`src/rtl/universal_shift_seq.sv`:
```
// Sequenced universal shift register: hold, logical/arithmetic shift, rotate and parallel load over a latched step count.
// Optional build macro USHIFT_SERIAL_IN_EN adds SerInL/SerInR fill-bit inputs for the logical shifts.
module universal_shift_seq #(
   parameter int WIDTH = 8,
   parameter int CNT_W = 4
) (
   input  logic             Clock,
   input  logic             Reset,
   input  logic             Start,
   input  logic [2:0]       S,
   input  logic [CNT_W-1:0] Count,
   input  logic [WIDTH-1:0] L,
`ifdef USHIFT_SERIAL_IN_EN
   input  logic             SerInL,
   input  logic             SerInR,
`endif
   output logic [WIDTH-1:0] Q,
   output logic             Busy,
   output logic             Done,
   output logic             ShiftOut
);

   localparam logic [2:0] OP_SLL  = 3'b001;
   localparam logic [2:0] OP_SRL  = 3'b010;
   localparam logic [2:0] OP_SRA  = 3'b011;
   localparam logic [2:0] OP_ROL  = 3'b100;
   localparam logic [2:0] OP_ROR  = 3'b101;
   localparam logic [2:0] OP_LOAD = 3'b111;

   typedef enum logic [1:0] {
      IDLE = 2'b00,
      RUN  = 2'b01,
      FIN  = 2'b10
   } state_t;

   state_t             state;
   state_t             state_nxt;
   logic [2:0]         op_r;
   logic [CNT_W-1:0]   cnt_r;
   logic [WIDTH-1:0]   load_r;
   logic               accept;
   logic               step_en;
   logic               load_en;
   logic               fill_l;
   logic               fill_r;
   logic [WIDTH:0]     step_res;

`ifdef USHIFT_SERIAL_IN_EN
   assign fill_l = SerInL;
   assign fill_r = SerInR;
`else
   assign fill_l = 1'b0;
   assign fill_r = 1'b0;
`endif

   // One step of the selected operation; result is {displaced bit, new register value}.
   function automatic logic [WIDTH:0] step_f(
      input logic [2:0]       op,
      input logic [WIDTH-1:0] q,
      input logic             so,
      input logic             fl,
      input logic             fr
   );
      logic signed [WIDTH-1:0] qs;
      logic [WIDTH:0]          res;
      qs  = q;
      res = {so, q};
      case (op)
         OP_SLL:  res = {q[WIDTH-1], q[WIDTH-2:0], fl};
         OP_SRL:  res = {q[0], fr, q[WIDTH-1:1]};
         OP_SRA:  res = {q[0], qs >>> 1};
         OP_ROL:  res = {q[WIDTH-1], q[WIDTH-2:0], q[WIDTH-1]};
         OP_ROR:  res = {q[0], q[0], q[WIDTH-1:1]};
         default: res = {so, q};
      endcase
      return res;
   endfunction

   always_ff @(posedge Clock or posedge Reset) begin
      if (Reset) begin
         state <= IDLE;
      end else begin
         state <= state_nxt;
      end
   end

   always_comb begin
      state_nxt = state;
      accept    = 1'b0;
      step_en   = 1'b0;
      load_en   = 1'b0;
      case (state)
         IDLE: begin
            if (Start) begin
               accept    = 1'b1;
               state_nxt = RUN;
            end
         end
         RUN: begin
            // Load finishes in one edge regardless of count; a zero count just falls through.
            if (op_r == OP_LOAD) begin
               load_en   = 1'b1;
               state_nxt = FIN;
            end else if (cnt_r == '0) begin
               state_nxt = FIN;
            end else begin
               step_en = 1'b1;
               if (cnt_r == CNT_W'(1)) begin
                  state_nxt = FIN;
               end
            end
         end
         FIN: begin
            state_nxt = IDLE;
         end
         default: begin
            state_nxt = IDLE;
         end
      endcase
   end

   assign Busy     = (state != IDLE);
   assign step_res = step_f(op_r, Q, ShiftOut, fill_l, fill_r);

   always_ff @(posedge Clock or posedge Reset) begin
      if (Reset) begin
         op_r     <= '0;
         cnt_r    <= '0;
         load_r   <= '0;
         Q        <= '0;
         ShiftOut <= 1'b0;
      end else begin
         if (accept) begin
            op_r   <= S;
            cnt_r  <= Count;
            load_r <= L;
         end
         if (step_en) begin
            cnt_r    <= cnt_r - CNT_W'(1);
            Q        <= step_res[WIDTH-1:0];
            ShiftOut <= step_res[WIDTH];
         end
         if (load_en) begin
            Q <= load_r;
         end
      end
   end

   // Done is registered off FIN so it lands in the cycle after the FIN->IDLE edge.
   always_ff @(posedge Clock or posedge Reset) begin
      if (Reset) begin
         Done <= 1'b0;
      end else begin
         Done <= (state == FIN);
      end
   end

endmodule

```
`config.mk`:
```
export PLATFORM = sky130hd
export DESIGN_NAME = universal_shift_seq
export DESIGN_NICKNAME = d
export VERILOG_FILES = /design/src/rtl/universal_shift_seq.sv
export SDC_FILE = /design/constraint.sdc
export NUM_CORES = 1
export LEC_CHECK = 0
export CORE_UTILIZATION = 50
export DETAILED_ROUTE_END_ITERATION = 8
export DONT_BUFFER_PORTS = 1
export PLACE_DENSITY = 0.66
export SLEW_MARGIN = 0
export SYNTH_ARGS = -nofsm -noshare
export SYNTH_HDL_FRONTEND = slang
export SYNTH_SLANG_ARGS = --single-unit
```
`constraint.sdc`:
```
create_clock -name Clock -period 3.7 [get_ports Clock]
set_input_delay 1.11 -clock Clock [delete_from_list [all_inputs] [get_ports Clock]]
set_output_delay 1.11 -clock Clock [all_outputs]
set_load 0.01 [all_outputs]
```
==> metrics <==
Max clock buf depth 2; Cell Pwr Density 886 nW/um^2; Vias 979; CP cell instances or2_2; die height 56.7 um; cell family with most CP delay flip-flops; gpl congestion 0.785; overall routing resource usage 19.1%; largest net degree at the start of global routing 28; crit path capture type output port; clk_skew 2.95 ps; setup bufs post-CTS 0; Max Clk Rate 454 MHz; measured slew at the worst slew-check pin 992 ps; DP Wirelength 1.93 mm; final WL 2.65 mm; number of antenna cells inserted 0; unrepaired setup endpoints after global routing false; Comb pwr share 45.8%; Req. time, crit path 2590 ps; global route overflow 0; CTS sink count 27; syn avg cell area 11.4 sq um; setup tns final 0 ps; met2 wire len 1.18 mm; WL met1 1.28 mm; #FFs+latches synth 27; Core Footprint 2810 sq um; fillers 262; hold slack 507 ps; crit-path max FO 5; initial antenna violation count 0; Post-Syn Instances 131; WL per Instance 16.3 um; cts hold-fix bufs 0; multiplexer area fraction after synthesis 18.2%; layout cells sized above 1 22.9%; Synth Area in Compound Gates 14.6%; Layout area overhead 2.76%; CP peak stage delay 440 ps; CTS Root Cell clkbuf_4; Critical Path Slowest Stage Cell dfrtp_1; Synth Net Count 151; status complete, but fails checks; type of the worst setup path flop to output port; CP Buf/Inv Count 0; worst hold path type flop to flop; clock slew at reported path FFs 140 ps; final setup vio count 0; Startpoint Class flop; register area share after synthesis 45.2%; DR pass1 iterations 6; XOR/XNOR Fraction of Synth Area 0%; die width 56.7 um; main combinational cell family by area after synthesis multiplexers; H-tree lvl count 1; I/O Pins 29; port buffer count 0; final hold violation count 0; via count of the first global-routing pass 993; Clk Latency, worst-skew pair 320 ps; maxcap violations 0; # resized after CTS 0; row count 19; Via-to-Cell Ratio 6.04; first-pass GRT wire length 4.77 mm; fin nets 152; DRC viols 2; Post-DP Area 1510 sq um; Pint 0.798 mW; CTS Buf Count 3; Switching Share 41.3%; crit share post-route 59.5%; Clock power frac 9.2%; WL met3 164 um; Tot Pwr 1.36 mW; CTS tree built; Starting Density 53.3%; Synth Area in Simple Gates 15.0%; Routed Antenna Nets 0; Final Max Tran Viols 0; Tmin final 2200 ps; sequential power share 45.0%; Iter 0 DRT Violations 30; Pleak 0.678 nW; Syn. warnings 0; Max Used Layer met4; fraction of the mapped netlist area in adder cells 1.67%; die area 3210 sq um; peak supply drop 408 uV; final non-filler cell area 1540 sq um; Worst EP arrival 1090 ps; Post-Synthesis Cell Area 1500 sq um; Synth cell types 41; Max transition margin 33.8%; failing checks DRC; NetSw 0.562 mW
==> power groups by stage <==
| stage | clock, mW | combinational, mW | sequential, mW |
|---|---|---|---|
| floorplan | 0 | 0.602 | 0.539 |
| global placement | 0 | 0.607 | 0.615 |
| detailed placement | 0 | 0.626 | 0.620 |
| CTS | 0.129 | 0.627 | 0.613 |
| global route | 0.137 | 0.699 | 0.640 |
| finish | 0.125 | 0.623 | 0.612 |
==> routing by layer <==
layer	vias up	track usage, %
li1	475	-
met1	474	26.6
met2	28	29.1
met3	2	5.76
met4	0	4.29
met5	-	0
==> synthesized netlist by cell type (all sizes together) <==
cell type / number / share of area, %
o221ai: 7 / 4.1
nor3: 2 / 0.67
a221o: 2 / 1.3
o311ai: 1 / 0.59
nor3b: 2 / 1.0
buf: 5 / 2.4
and4b: 1 / 0.67
nor2: 6 / 1.5
nand3: 5 / 2.3
or2: 2 / 0.84
a211oi: 1 / 0.84
o41a: 1 / 0.75
and2b: 1 / 0.50
or3b: 1 / 0.59
a32oi: 1 / 0.59
o21a: 1 / 0.50
ha: 2 / 1.7
nor4b: 1 / 1.0
nor2b: 4 / 2.2
a211o: 1 / 0.59
inv: 12 / 3.0
mux2: 14 / 11
o21ai: 2 / 0.92
nand2b: 3 / 1.3
mux2i: 9 / 6.9
a21boi: 2 / 1.8
o211ai: 1 / 0.50
dfrtp: 27 / 45
a22oi: 1 / 0.50
nand2: 8 / 2.0
a21oi: 4 / 1.6
and3: 1 / 0.42
==> stage by stage <==
step	worst slack [ps]	cells	util [%]
CTS	1490	162	54.8
finish	1500	162	54.8
detailed placement	1620	158	53.8
floorplan	1530	131	-
global route	1450	162	54.8
global placement	1660	158	53.8
==> cell type report <==
type | instances | area, sq um | area share (%)
Multi-Input combinational cell | 87 | 743 | 48.4
Sequential cell | 27 | 676 | 44.0
Inverter | 12 | 45.0 | 2.93
Tap cell | 31 | 38.8 | 2.52
Clock buffer | 4 | 26.3 | 1.71
Timing Repair Buffer | 1 | 7.51 | 0.489
==> worst paths after layout <==
kind | startpoint | endpoint | slack, ps | cells after the start
setup / recovery | state[1] | Busy | 1500 | 1
hold / removal | load_r[6] | Q[6] | 510 | 2
setup reg to reg | cnt_r[0] | cnt_r[3] | 1740 | 6
hold reg to reg | load_r[6] | Q[6] | 510 | 2
max in group asynchronous | Reset | cnt_r[2] | 2210 | 1
min in group asynchronous | Reset | Q[5] | 900 | 1
==> cell families after synthesis <==
| kind of cell | after synthesis |
|---|---|
| simple gates | 37 |
| fa+ha+maj | 2 |
| flops | 27 |
| compound gates | 25 |
| mux | 23 |
| buf+inv | 17 |
==> layout by cell type, fill, tap and decap left out, drive strengths merged, types with 2 or more instances in the layout <==
cell type / netlist / routed
a21boi: 2 / 2
a21oi: 4 / 4
a221o: 2 / 2
clkbuf: 0 / 4
dfrtp: 27 / 27
ha: 2 / 2
inv: 12 / 12
mux2: 14 / 14
mux2i: 9 / 9
nand2: 8 / 8
nand2b: 3 / 3
nand3: 5 / 5
nor2: 6 / 6
nor2b: 4 / 4
nor3: 2 / 2
nor3b: 2 / 2
o21ai: 2 / 2
o221ai: 7 / 7
or2: 2 / 2
==> sequential cells by signal (all words and copies together) (netlist names) <==
name	count
Done	1
Q	8
ShiftOut	1
cnt_r	4
load_r	8
op_r	3
state	2
Power figures use the tool's default switching activity.
